### config.mk
export PLATFORM = sky130hd
export DESIGN_NAME = uart_rx_ovs_flat
export DESIGN_NICKNAME = d
export VERILOG_FILES = /design/src/rtl/uart_pkg.sv /design/src/rtl/uart_rx_ovs_if.sv /design/src/rtl/uart_rx_sync.sv /design/src/rtl/uart_rx_ovs.sv /design/src/flat_wrapper.sv
export SDC_FILE = /design/constraint.sdc
export NUM_CORES = 1
export LEC_CHECK = 0
export BUFFER_PORTS_ARGS = -buffer_cell sky130_fd_sc_hd__buf_2
export CAP_MARGIN = 30
export CORE_ASPECT_RATIO = 1.4
export CORE_MARGIN = 2
export CORE_UTILIZATION = 42
export DETAILED_ROUTE_END_ITERATION = 10
export PLACE_DENSITY = 0.64
export SLEW_MARGIN = 15
export SYNTH_ARGS = -nofsm -noshare
export SYNTH_HDL_FRONTEND = slang
export SYNTH_SLANG_ARGS = --single-unit
### constraint.sdc
create_clock -name clk -period 2.59 [get_ports clk]
set_clock_uncertainty 0.2 [all_clocks]
set_input_delay 0.3885 -clock clk [delete_from_list [all_inputs] [get_ports clk]]
set_output_delay 0.3885 -clock clk [all_outputs]
set_load 0.1 [all_outputs]
### src/rtl/uart_pkg.sv
// Shared UART definitions: FSM states, parity modes and bit-timing helper.
package uart_pkg;

    typedef enum logic [2:0] {
        StIdle,
        StStart,
        StData,
        StPar,
        StStop
    } uart_state_e;

    localparam int unsigned PARITY_NONE = 0;
    localparam int unsigned PARITY_EVEN = 1;
    localparam int unsigned PARITY_ODD  = 2;

    // Mid-bit offset in clocks for a given bit period.
    function automatic int unsigned half_bit(input int unsigned cpb);
        return cpb / 2;
    endfunction

endpackage

### src/rtl/uart_rx_ovs_if.sv
// Byte-stream holding-register interface of the UART receiver.
interface uart_rx_ovs_if;
    logic [7:0] data_out;
    logic       valid;
    logic       ready;
    logic       frame_err;
    logic       parity_err;
    logic       overrun;
    logic       ovr_clr;

    modport master (
        output data_out, valid, frame_err, parity_err, overrun,
        input  ready, ovr_clr
    );

    modport slave (
        input  data_out, valid, frame_err, parity_err, overrun,
        output ready, ovr_clr
    );
endinterface

### src/rtl/uart_rx_sync.sv
// Two-flop synchroniser for the rx pad plus a history flop for edge detection.
module uart_rx_sync (
    input  logic clk,
    input  logic rst_n,
    input  logic rx,
    output logic rx_s,
    output logic fall
);
    logic r_s1;
    logic r_s2;
    logic r_hist;

    // Flops reset to the idle-high line level so reset never looks like a start bit.
    always_ff @(posedge clk or negedge rst_n) begin
        if (!rst_n) begin
            r_s1   <= 1'b1;
            r_s2   <= 1'b1;
            r_hist <= 1'b1;
        end else begin
            r_s1   <= rx;
            r_s2   <= r_s1;
            r_hist <= r_s2;
        end
    end

    assign rx_s = r_s2;
    // Needs history at 1, so a line held low must rise before re-arming.
    assign fall = r_hist & ~r_s2;
endmodule

### src/rtl/uart_rx_ovs.sv
// UART receiver: mid-bit 3-sample majority, optional parity, valid/ready holding register.
module uart_rx_ovs
    import uart_pkg::*;
#(
    parameter int unsigned CLKS_PER_BIT = 100,
    parameter int unsigned PARITY       = 0
) (
    input  logic          clk,
    input  logic          rst_n,
    input  logic          rx,
    output logic          busy,
    uart_rx_ovs_if.master bus
);
    localparam int unsigned CW   = $clog2(CLKS_PER_BIT);
    localparam int unsigned HALF = half_bit(CLKS_PER_BIT);

    localparam logic [CW-1:0] CntLast = CW'(CLKS_PER_BIT - 1);
    localparam logic [CW-1:0] CntS0   = CW'(HALF - 1);
    localparam logic [CW-1:0] CntS1   = CW'(HALF);
    localparam logic [CW-1:0] CntDec  = CW'(HALF + 1);

    uart_state_e   r_state;
    uart_state_e   w_state_nxt;
    logic [CW-1:0] r_cnt;
    logic [2:0]    r_idx;
    logic [7:0]    r_shift;
    logic [1:0]    r_smp;
    logic          r_par_err;
    logic [7:0]    r_data;
    logic          r_valid;
    logic          r_ferr;
    logic          r_perr;
    logic          r_ovr;

    logic w_rx;
    logic w_fall;
    logic w_end;
    logic w_dec;
    logic w_maj;
    logic w_par_exp;
    logic w_done;
    logic w_take;

    uart_rx_sync u_sync (
        .clk   (clk),
        .rst_n (rst_n),
        .rx    (rx),
        .rx_s  (w_rx),
        .fall  (w_fall)
    );

    assign w_end     = (r_cnt == CntLast);
    assign w_dec     = (r_cnt == CntDec);
    assign w_maj     = (r_smp[0] & r_smp[1]) | (r_smp[0] & w_rx) | (r_smp[1] & w_rx);
    assign w_par_exp = (PARITY == PARITY_ODD) ? ~^r_shift : ^r_shift;
    assign w_take    = r_valid & bus.ready;

    // State register.
    always_ff @(posedge clk or negedge rst_n) begin
        if (!rst_n) begin
            r_state <= StIdle;
        end else begin
            r_state <= w_state_nxt;
        end
    end

    // Next-state logic; w_done marks the stop-bit decision cycle.
    always_comb begin
        w_state_nxt = r_state;
        w_done      = 1'b0;
        case (r_state)
            StIdle: begin
                if (w_fall) w_state_nxt = StStart;
            end
            StStart: begin
                if (w_dec && w_maj) begin
                    w_state_nxt = StIdle;
                end else if (w_end) begin
                    w_state_nxt = StData;
                end
            end
            StData: begin
                if (w_end && (r_idx == 3'd7)) begin
                    w_state_nxt = (PARITY != PARITY_NONE) ? StPar : StStop;
                end
            end
            StPar: begin
                if (w_end) w_state_nxt = StStop;
            end
            StStop: begin
                // Leave at mid-stop so a short stop bit before the next start is tolerated.
                if (w_dec) begin
                    w_state_nxt = StIdle;
                    w_done      = 1'b1;
                end
            end
            default: w_state_nxt = StIdle;
        endcase
    end

    // Bit timing, sampling, shift register and parity tracking.
    always_ff @(posedge clk or negedge rst_n) begin
        if (!rst_n) begin
            r_cnt     <= '0;
            r_idx     <= '0;
            r_shift   <= '0;
            r_smp     <= '0;
            r_par_err <= 1'b0;
        end else begin
            if (r_state == StIdle || w_end) begin
                r_cnt <= '0;
            end else begin
                r_cnt <= r_cnt + 1'b1;
            end
            if (r_cnt == CntS0) r_smp[0] <= w_rx;
            if (r_cnt == CntS1) r_smp[1] <= w_rx;
            if (r_state == StStart) begin
                r_idx <= '0;
            end else if (r_state == StData && w_end) begin
                r_idx <= r_idx + 1'b1;
            end
            if (r_state == StData && w_dec) begin
                r_shift <= {w_maj, r_shift[7:1]};
            end
            if (r_state == StIdle) begin
                r_par_err <= 1'b0;
            end else if (r_state == StPar && w_dec) begin
                r_par_err <= (w_maj != w_par_exp);
            end
        end
    end

    // Holding register and sticky overrun; a set beats ovr_clr.
    always_ff @(posedge clk or negedge rst_n) begin
        if (!rst_n) begin
            r_data  <= '0;
            r_valid <= 1'b0;
            r_ferr  <= 1'b0;
            r_perr  <= 1'b0;
            r_ovr   <= 1'b0;
        end else begin
            if (w_done && (!r_valid || w_take)) begin
                r_data  <= r_shift;
                r_ferr  <= ~w_maj;
                r_perr  <= r_par_err;
                r_valid <= 1'b1;
            end else if (w_take) begin
                r_valid <= 1'b0;
            end
            if (w_done && r_valid && !bus.ready) begin
                r_ovr <= 1'b1;
            end else if (bus.ovr_clr) begin
                r_ovr <= 1'b0;
            end
        end
    end

    assign bus.data_out   = r_data;
    assign bus.valid      = r_valid;
    assign bus.frame_err  = r_ferr;
    assign bus.parity_err = r_perr;
    assign bus.overrun    = r_ovr;
    assign busy           = (r_state != StIdle);
endmodule

### src/flat_wrapper.sv
// flat-port wrapper written by rule: the top's interface ports become plain ports
module uart_rx_ovs_flat import uart_pkg::*;
#(
    parameter int unsigned CLKS_PER_BIT = 100,
    parameter int unsigned PARITY       = 0
)
  (clk, rst_n, rx, busy, bus_data_out, bus_valid, bus_frame_err, bus_parity_err, bus_overrun, bus_ready, bus_ovr_clr);
  uart_rx_ovs_if bus_i ();
  input  logic clk;
  input  logic rst_n;
  input  logic rx;
  output logic busy;
  output wire logic [$bits(bus_i.data_out)-1:0] bus_data_out;
  output wire logic [$bits(bus_i.valid)-1:0] bus_valid;
  output wire logic [$bits(bus_i.frame_err)-1:0] bus_frame_err;
  output wire logic [$bits(bus_i.parity_err)-1:0] bus_parity_err;
  output wire logic [$bits(bus_i.overrun)-1:0] bus_overrun;
  input wire logic [$bits(bus_i.ready)-1:0] bus_ready;
  input wire logic [$bits(bus_i.ovr_clr)-1:0] bus_ovr_clr;
  assign bus_data_out = bus_i.data_out;
  assign bus_valid = bus_i.valid;
  assign bus_frame_err = bus_i.frame_err;
  assign bus_parity_err = bus_i.parity_err;
  assign bus_overrun = bus_i.overrun;
  assign bus_i.ready = bus_ready;
  assign bus_i.ovr_clr = bus_ovr_clr;
  uart_rx_ovs #(.CLKS_PER_BIT(CLKS_PER_BIT), .PARITY(PARITY)) u_core (.clk(clk), .rst_n(rst_n), .rx(rx), .busy(busy), .bus(bus_i));
endmodule
==> results.toml, run 1 <==
[clock_network]
clock_sinks = 39
path_clk_slew_ns = 0.07
tritoncts = "yes"
clk_path_buf_depth = 2
cts_buffers = 5
worst_skew_late_latency_ns = 0.29
clock_tree_root_driver_cell = "clkbuf_8"
cts.htree.levels = 2
cts_resized = 0
post-cts-setup-buffer-count = 0

[final_layout]
layout.cells.most_common = "dfrtp_1"
nets = 181
layout_common_cells = "dfrtp_1 (36), mux2_2 (20), buf_2 (17)"
antenna-diode-count = 0
drive_gt1_frac = 0.337
fillerInstances = 373
signed_area_change_from_the_synthesized_netlist_to_the_final_layout_pct = 14.4

[timing]
worst-slew-pin-transition_ns = 0.563
final_period_minus_worst_setup_slack_ns = 2.20
fin_ws_ns = 0.389
timing.final.setup_violations = 0
tns_ns = 0
max_slew_margin = 0.622
finalHoldViolCount = 0
grt_setup_unrepaired = "no"
timing_max_transition_violations_final = 0
fmax_mhz = 454
post-route-period-util = 0.850

[hold_path]
min_delay_worst_endpoint = "u_core.bus.overrun"
holdCritStartpoint = "bus_ovr_clr"
hold_path_class = "in -> reg"
worst_hold_path.num_cells = 2

[worst_setup_path]
startpoint_type = "register"
critical_path.n_buffers_inverters = 1
rr_startpoint = "u_core.r_cnt[0]"
critical_path_depth = 2
worstPathArrival_ns = 1.61
critical-path-top-delay-family = "flip-flops"
crit-reg2reg-capture = "u_core.r_shift[4]"
critPathLaunch = "u_core.r_state[2]"
critPathMaxStageDelay_ns = 0.55
cp.required_ns = 2.00
crit_fanout = 12
r2r.worst_path.cells = 5
setup.worst_path.class = "reg -> out"
critical_path_cell_by_cell = "or3_1 > buf_2"
reg2reg_slack_ns = 0.41
cp_capture_type = "output pin"
worst_path_max_delay_cell = "dfrtp_1"

[route]
routedWlPerCell_um = 14.5
route.detailed.vias_per_inst = 5.36
drt_pass1_iterations = 4
detail_route.drc_violations = 0
count_of_routing_violations_after_the_opening_detailed_route_iteration = 34
dr_total_vias = 1164
postRouteAntennaNets = 0
detail_route.wirelength_mm = 3.14

[floorplan]
floorplan.rows = 28
io_pins = 18
placeable_core_region_um2 = 4170
initial_core_utilization = 0.433
dieWidth_um = 59.4
chipHeight_um = 81.6
die_area_um2 = 4840

[logic_synthesis]
synth_top_area_frac = 0.499
synth_simple_gate_area_frac = 0.151
yosysUniqueCellTypes = 38
synth.area.mux_share = 0.125
postSynthCellCount = 146
synth_area_per_cell_um2 = 12.4
synthesis.area_um2 = 1800
synthesis.nets = 156
compound_gate_portion_of_the_synthesized_area = 0.0638
post_synthesis_share_of_cell_area_spent_on_full_adders_half_adders_and_majority_gates = 0.0347
ys_warnings = 0
synth.area.top_cells = "dfrtp_1 (50%), mux2_2 (12%), dfstp_2 (4.4%), xnor2_1 (4.4%), ha_1 (3.5%)"
synth-seq-cells = 39
synth-xor-area-share = 0.0659
synth_top_family_by_area = "simple AND/OR/NAND/NOR gates"
synth.yosys.seq_area_share = 0.543
post-synth-top-area-cell = "dfrtp_1"

[placed_design]
place.port_buffers = 17
routabilityCongestion = 0.770
place.detailed.hpwl_mm = 2.19
place_ws_ns = 0.404

[power_and_ir_drop]
cellLeakagePower_uw = 0.00101
power-per-cell-area_nw_per_um2 = 623
worst_vdd_drop_mv = 0.300

[grt]
pin_count_of_the_biggest_net_entering_global_routing = 40
global_route.usage.total = 0.147
grt_first_pass_wirelength_mm = 5.33
antenna_found_initial = 0
globalRoute.totalOverflow = 0
grt_pass1_vias = 1194

[status]
outcome = "finished clean"

[flow_run]
timing.max_cap.violations = 0
==> per-layer routing <==
metal,track usage,part of all wire,up-vias
li1,-,-,561
met1,0.174,0.43,582
met2,0.243,0.52,17
met3,0.0331,0.029,4
met4,0.0841,0.020,0
met5,0,0,-
==> Yosys cell counts <==
cell       n
mux2_2    20
a21oi_1    2
nor2b_1    1
a21o_2     1
nand4_4    1
o22ai_1    1
inv_2      1
o31ai_1    1
nand2_1   10
and4b_2    1
nand2_2    1
o211ai_1   1
inv_1      3
and3b_2    1
nand3b_1   2
dfstp_2    3
nor4_4     1
dfrtp_1   36
ha_1       5
o311ai_0   1
nor4_1     1
nand2b_1   1
a31oi_1    1
clkbuf_1   2
and3_1     1
or3_1      1
and2_2     1
xor2_1     2
nand4b_1   1
nor2_1    13
o21ai_0    7
xnor3_1    1
buf_4      1
o21a_1     1
o221ai_1   2
nor3b_4    1
xnor2_1    9
nand3_1    7
==> worst reg2reg max path: cells and delay by family, from the launching register on <==
kind / cells / cell delay, ns
simple gates: 3 / 0.83
fa+ha+maj: 1 / 0.24
mux: 1 / 0.40
flops: 1 / 0.42
==> power breakdown <==
| part | switching (µW) | total [µW] | internal (µW) |
|---|---|---|---|
| Sequential | 65.7 | 718 | 653 |
| Combinational | 95.4 | 173 | 78.1 |
| Clock | 206 | 394 | 188 |
| Total | 367 | 1290 | 919 |
==> kinds of logic after synthesis <==
family | count (synthesis)
fa+ha+maj | 5
compound gates | 18
xor+xnor | 12
buf+inv | 7
simple gates | 45
flops | 39
mux | 20
==> worst max-delay path by stage <==
stage / slack, ns / end
after floorplan: 0.48 / u_core.r_cnt[2]
after global placement: 0.50 / u_core.r_shift[0]
after detailed placement: 0.40 / u_core.r_shift[3]
after CTS: 0.37 / busy
after global routing: 0.28 / u_core.r_shift[4]
final: 0.39 / busy
==> per-stage QoR <==
| stage | hold slack, ns | cells | total power (µW) | area (µm²) | utilization |
|---|---|---|---|---|---|
| 2_1_floorplan | -0.107 | 146 | 849 | 1800 | - |
| 3_3_place_gp | 0.148 | 206 | 892 | 1940 | 0.465 |
| 3_5_place_dp | 0.149 | 206 | 899 | 1940 | 0.465 |
| 4_1_cts | 0.0403 | 215 | 1300 | 2030 | 0.488 |
| 5_1_grt | 0.0914 | 217 | 1350 | 2060 | 0.495 |
| 6_report | 0.0865 | 217 | 1290 | 2060 | 0.495 |
==> cell type report <==
| cell class | count | area (µm²) | share of cell area |
|---|---|---|---|
| Clock buffer | 6 | 72.6 | 0.0352 |
| Clock inverter | 2 | 12.5 | 0.00606 |
| Inverter | 4 | 15.0 | 0.00728 |
| Multi-Input combinational cell | 100 | 795 | 0.385 |
| Sequential cell | 39 | 980 | 0.475 |
| Tap cell | 45 | 56.3 | 0.0273 |
| Timing Repair Buffer | 21 | 133 | 0.0643 |
==> flip-flops by register name, indices dropped and copies added (netlist names), 2 cells and up <==
signal	count
u_core.r_cnt	7
u_core.bus.data_out	8
u_core.r_shift	8
u_core.r_state	3
u_core.r_smp	2
u_core.r_idx	3
==> timing repair <==
action	in CTS	in global routing
setup endpoints to repair	0	0
endpoints found under the hold margin	1	13
hold buffers	1	1
No activity file was read; power rests on OpenSTA's default activity.
==> run 2: changes to the inputs <==
--- a/config.mk
+++ b/config.mk
@@ -5,13 +5,14 @@
 export SDC_FILE = /design/constraint.sdc
 export NUM_CORES = 1
 export LEC_CHECK = 0
+export ABC_AREA = 1
 export BUFFER_PORTS_ARGS = -buffer_cell sky130_fd_sc_hd__buf_2
 export CAP_MARGIN = 30
 export CORE_ASPECT_RATIO = 1.4
 export CORE_MARGIN = 2
 export CORE_UTILIZATION = 42
 export DETAILED_ROUTE_END_ITERATION = 10
-export PLACE_DENSITY = 0.64
+export PLACE_DENSITY = 0.66
 export SLEW_MARGIN = 15
 export SYNTH_ARGS = -nofsm -noshare
 export SYNTH_HDL_FRONTEND = slang
==> constraint.sdc (replaced) <==
create_clock -name clk -period 1.9 [get_ports clk]
set_clock_uncertainty 0.2 [all_clocks]
set_input_delay 0.285 -clock clk [delete_from_list [all_inputs] [get_ports clk]]
set_output_delay 0.285 -clock clk [all_outputs]
set_load 0.1 [all_outputs]
==> results.toml, run 2 <==
[final_layout]
antenna-diode-count = 0
nets = 268
fillerInstances = 447
layout_common_cells = "nand2_1 (77), dfrtp_1 (35), inv_1 (33)"
layout.cells.most_common = "nand2_1"
signed_area_change_from_the_synthesized_netlist_to_the_final_layout_pct = 15.1
drive_gt1_frac = 0.178

[logic_synthesis]
post-synth-top-area-cell = "dfrtp_1"
ys_async_sr_fraction = 1.00
synth.yosys.seq_area_share = 0.513
postSynthCellCount = 230
synthesis.nets = 240
ys_warnings = 0
synth-edff-count = 0
synth_top_cells_by_count = "nand2_1 (77), dfrtp_1 (36), inv_1 (33)"
synthesis.area_um2 = 1910
synth.area.top_cells = "dfrtp_1 (47%), nand2_1 (15%), inv_1 (6.5%), dfstp_2 (4.1%), o21ai_2 (3.7%)"
synth_area_per_cell_um2 = 8.30
yosysMostFrequentCell = "nand2_1"
yosysUniqueCellTypes = 27
synth-seq-cells = 39
synth_top_area_frac = 0.472
synth_flop_cell = "dfrtp_1"

[power_and_ir_drop]
totalPowerFinal_uw = 2170
cell_internal_pwr_uw = 1330
power.net_switching_uw = 842
switching_share = 0.388
power-per-cell-area_nw_per_um2 = 988
worst_vdd_drop_mv = 0.524
cellLeakagePower_uw = 0.00112
power.combinational.fraction = 0.306
clockPowerShare = 0.243
power.sequential.fraction = 0.451

[worst_setup_path]
crit_fanout = 5
worstPathArrival_ns = 1.35
critPathLaunch = "u_core.r_state[0]"
cp.required_ns = 1.41
setup.worst_path.class = "reg -> out"
rr_startpoint = "u_core.r_cnt[0]"
startpoint_type = "register"
cp_capture_type = "output pin"

[timing]
post-route-period-util = 0.966
final_period_minus_worst_setup_slack_ns = 1.84
worst-slew-pin-transition_ns = 0.493
finalHoldViolCount = 0
grt_setup_unrepaired = "no"
timing_max_transition_violations_final = 0
timing.final.setup_violations = 0
max_slew_margin = 0.672
timing.hold.ws_ns = 0.0981
fin_ws_ns = 0.0648
fmax_mhz = 545

[clock_network]
tritoncts = "yes"
cts.htree.levels = 2
path_clk_slew_ns = 0.07
post-cts-setup-buffer-count = 0
clock_sinks = 39
clock_tree_root_driver_cell = "clkbuf_8"
worst_skew_late_latency_ns = 0.29
clk_path_buf_depth = 2
cts_buffers = 5

[hold_path]
holdCritStartpoint = "bus_ready"
hold_path_class = "in -> reg"

[floorplan]
floorplan.rows = 29
placeable_core_region_um2 = 4460
die_area_um2 = 5110
chipHeight_um = 83.8
io_pins = 18
initial_core_utilization = 0.428
dieWidth_um = 61.0

[route]
detail_route.drc_violations = 0
dr_total_vias = 1476
postRouteAntennaNets = 0
count_of_routing_violations_after_the_opening_detailed_route_iteration = 77
drt_pass1_iterations = 4
routedWlPerCell_um = 10.4
route.detailed.vias_per_inst = 4.60
detail_route.wirelength_mm = 3.35

[placed_design]
place.detailed.hpwl_mm = 2.45
place_ws_ns = 0.138
place.port_buffers = 17
routabilityCongestion = 0.804

[grt]
pin_count_of_the_biggest_net_entering_global_routing = 40
antenna_found_initial = 0
grt_pass1_vias = 1425
globalRoute.totalOverflow = 0
grt_first_pass_wirelength_mm = 5.82
global_route.usage.total = 0.148

[flow_run]
timing.max_cap.violations = 0

[status]
outcome = "finished clean"
run 2: cell count changes after synthesis, sizes merged, moves of 3 or more:
cell / before / now
inv: 4 / 34
mux2: 20 / 0
nand2: 11 / 78
nand3: 7 / 14
nor2: 13 / 20
nor3: 0 / 3
o21ai: 7 / 22
xnor2: 9 / 0
run 2: metal layers:
| metal | vias to the layer above | routed length [µm] | track usage |
|---|---|---|---|
| met5 | - | 0 | 0 |
| met1 | 681 | 1430 | 0.168 |
| met4 | 0 | 63 | 0.0613 |
| met2 | 16 | 1730 | 0.248 |
| li1 | 772 | - | - |
| met3 | 7 | 119 | 0.0465 |
run 2: what timing repair did:
item	CTS	global route
endpoints found under the hold margin	38	0
gates resized for setup	0	1
endpoints found under the setup margin	0	1
hold buffers	3	0
run 2: final timing paths:
| kind | cells after the start | endpoint | slack, ns |
|---|---|---|---|
| worst max-delay path | 3 | busy | 0.06 |
| worst min-delay path | 4 | u_core.bus.valid | 0.1 |
| worst max register to register | 8 | u_core.bus.data_out[6] | 0.13 |
| worst min register to register | 0 | u_core.u_sync.rx_s | 0.16 |
| max in group asynchronous | 3 | u_core.bus.valid | 0.76 |
| min in group asynchronous | 3 | u_core.bus.data_out[6] | 0.37 |
run 2: cell type report:
type | instances | area [µm²] | share of cell area
Clock buffer | 7 | 76.3 | 0.0347
Timing Repair Buffer | 23 | 140 | 0.0637
Clock inverter | 1 | 5.00 | 0.00228
Inverter | 34 | 128 | 0.0581
Tap cell | 62 | 77.6 | 0.0353
Multi-Input combinational cell | 155 | 791 | 0.360
Sequential cell | 39 | 981 | 0.446
run 2: metrics by stage:
stage          instances   util  instance area, µm²   TNS, ns
2_1_floorplan        230      -                1920  -0.00131
3_3_place_gp         310  0.467                2080         0
3_5_place_dp         310  0.467                2080         0
4_1_cts              321  0.492                2200         0
5_1_grt              321  0.493                2200         0
6_report             321  0.493                2200         0
run 2: logic make-up (layout without fill, tap and decap cells):
family	after synthesis	count (layout)	share of synthesized area
AO/OA/AOI/OAI	28	28	0.0924
XOR/XNOR	1	1	0.00459
adder cells (fa/ha/maj)	5	5	0.0328
buffers and inverters	36	65	0.0754
flip-flops	39	39	0.513
AND/OR/NAND/NOR	121	121	0.282
run 2: worst max-delay path: stages (launching register included):
cell      delay, ns
dfrtp_1        0.39
inv_1          0.19
nand3_2        0.17
clkbuf_4       0.32
run 2: power by group through the flow:
| stage | clock network (µW) | logic (µW) | registers, µW |
|---|---|---|---|
| 6_report | 528 | 664 | 980 |
| 4_1_cts | 554 | 664 | 981 |
| 3_3_place_gp | 0 | 652 | 993 |
| 5_1_grt | 598 | 736 | 993 |
| 3_5_place_dp | 0 | 655 | 996 |
| 2_1_floorplan | 0 | 459 | 1050 |
==> run 3: changes to the inputs <==
--- a/config.mk
+++ b/config.mk
@@ -12,7 +12,7 @@
 export CORE_MARGIN = 2
 export CORE_UTILIZATION = 42
 export DETAILED_ROUTE_END_ITERATION = 10
-export PLACE_DENSITY = 0.66
+export PLACE_DENSITY = 0.64
 export SLEW_MARGIN = 15
 export SYNTH_ARGS = -nofsm -noshare
 export SYNTH_HDL_FRONTEND = slang
==> constraint.sdc (replaced) <==
create_clock -name clk -period 2.4 [get_ports clk]
set_clock_uncertainty 0.2 [all_clocks]
set_input_delay 0.36 -clock clk [delete_from_list [all_inputs] [get_ports clk]]
set_output_delay 0.36 -clock clk [all_outputs]
set_load 0.1 [all_outputs]
==> results.toml, run 3 (same netlist as run 2, synthesis figures left out) <==
[worst_setup_path]
worstPathArrival_ns = 1.47
crit-reg2reg-capture = "u_core.bus.data_out[7]"
reg2reg_slack_ns = 0.65
critPathMaxStageDelay_ns = 0.47
setup.worst_path.class = "reg -> out"
cp_capture_type = "output pin"
timing.critical_path.to = "busy"
crit_fanout = 4
critical_path_cell_by_cell = "inv_1 > nand3_1 > buf_2"
r2r.worst_path.cells = 8
cp.required_ns = 1.84
rr_startpoint = "u_core.r_cnt[0]"
critPathLaunch = "u_core.r_state[1]"
worst_path_max_delay_cell = "buf_2"
startpoint_type = "register"

[timing]
final_period_minus_worst_setup_slack_ns = 2.03
fmax_mhz = 493
finalHoldViolCount = 0
max_slew_margin = 0.606
timing.final.setup_violations = 0
tns_ns = 0
fin_ws_ns = 0.372
post-route-period-util = 0.845
worst-slew-pin-transition_ns = 0.591
grt_setup_unrepaired = "no"
timing_max_transition_violations_final = 0

[clock_network]
clock_tree_root_driver_cell = "clkbuf_8"
cts.htree.levels = 2
post-cts-setup-buffer-count = 0
cts-hold-fix-buffers = 2
cts_buffers = 5
tritoncts = "yes"
worst_skew_late_latency_ns = 0.28
clk_path_buf_depth = 2
path_clk_slew_ns = 0.07
cts_resized = 0
clock_sinks = 39

[floorplan]
chipHeight_um = 83.8
placeable_core_region_um2 = 4460
dieWidth_um = 61.0
die_area_um2 = 5110
floorplan.rows = 29
initial_core_utilization = 0.428
io_pins = 18

[placed_design]
routabilityCongestion = 0.746
place.detailed.hpwl_mm = 2.59
place.port_buffers = 17
place_ws_ns = 0.641

[power_and_ir_drop]
power-per-cell-area_nw_per_um2 = 784
clockPowerShare = 0.244
switching_share = 0.389
cell_internal_pwr_uw = 1040
cellLeakagePower_uw = 0.00111
power.sequential.fraction = 0.456
power.combinational.fraction = 0.300
power.net_switching_uw = 665
worst_vdd_drop_mv = 0.610

[final_layout]
layout_common_cells = "nand2_1 (77), dfrtp_1 (36), inv_1 (33)"
fillerInstances = 448
signed_area_change_from_the_synthesized_netlist_to_the_final_layout_pct = 14.2
layout.cells.most_common = "nand2_1"
nets = 267
antenna-diode-count = 0
drive_gt1_frac = 0.171

[route]
count_of_routing_violations_after_the_opening_detailed_route_iteration = 59
postRouteAntennaNets = 0
route.detailed.vias_per_inst = 4.74
detail_route.drc_violations = 0
detail_route.wirelength_mm = 3.38
drt_pass1_iterations = 4
routedWlPerCell_um = 10.6
dr_total_vias = 1517

[grt]
grt_pass1_vias = 1477
antenna_found_initial = 0
grt_first_pass_wirelength_mm = 6.03
globalRoute.totalOverflow = 0
global_route.usage.total = 0.156
pin_count_of_the_biggest_net_entering_global_routing = 27

[status]
outcome = "finished clean"

[hold_path]
hold_path_class = "in -> reg"

[flow_run]
timing.max_cap.violations = 0
-- run 3: cell types whose count changed in the layout (fill, tap and decap cells not counted), sizes merged --
cell         previous run  this run
buf                    19        20
clkbuf                  8         7
dlygate4sd3             3         2
-- run 3: final cells by class --
| type | instances | area (µm²) | share of cell area |
|---|---|---|---|
| multi-input combinational | 155 | 786 | 0.361 |
| timing repair buffer | 22 | 128 | 0.0586 |
| inverter | 34 | 128 | 0.0586 |
| tap | 62 | 77.6 | 0.0356 |
| clock buffer | 7 | 76.3 | 0.0350 |
| sequential | 39 | 980 | 0.449 |
| clock inverter | 1 | 5.00 | 0.00230 |
-- run 3: power by group through the flow --
stage	Clock (µW)	Sequential [µW]	Combinational [µW]
floorplan	0	829	358
finish	417	779	513
global route	464	791	575
CTS	437	778	517
detailed placement	0	789	517
global placement	0	787	511
-- run 3: stage by stage --
stage                      util  std cells  cell area [µm²]  power (µW)  hold WS [ns]
after floorplan               -        230             1910        1190        -0.136
after global placement    0.466        310             2080        1300         0.147
after detailed placement  0.466        310             2080        1310         0.149
after CTS                 0.488        320             2180        1730        0.0772
after global routing      0.488        320             2180        1830        0.0760
final                     0.488        320             2180        1710        0.0867
-- run 3: per-layer routing --
layer,wire [µm],track usage
met1,1490,0.171
met2,1730,0.262
met3,111,0.0527
met4,52,0.0672
met5,0,0
-- run 3: worst min-delay path by stage --
stage,startpoint,endpoint,slack (ns),depth (start not counted)
2_1_floorplan,rst_n,u_core.bus.data_out[0],-0.14,0
3_3_place_gp,u_core.u_sync.r_s1,u_core.u_sync.rx_s,0.15,0
3_5_place_dp,u_core.u_sync.r_s1,u_core.u_sync.rx_s,0.15,0
4_1_cts,bus_ovr_clr,u_core.bus.overrun,0.08,2
5_1_grt,bus_ovr_clr,u_core.bus.overrun,0.08,2
6_report,bus_ovr_clr,u_core.bus.overrun,0.09,2
-- run 3: critical path, delay by kind of cell, from the launching register on --
| family | cells | cell delay (ns) |
|---|---|---|
| buf+inv | 2 | 0.58 |
| flops | 1 | 0.40 |
| simple gates | 1 | 0.20 |
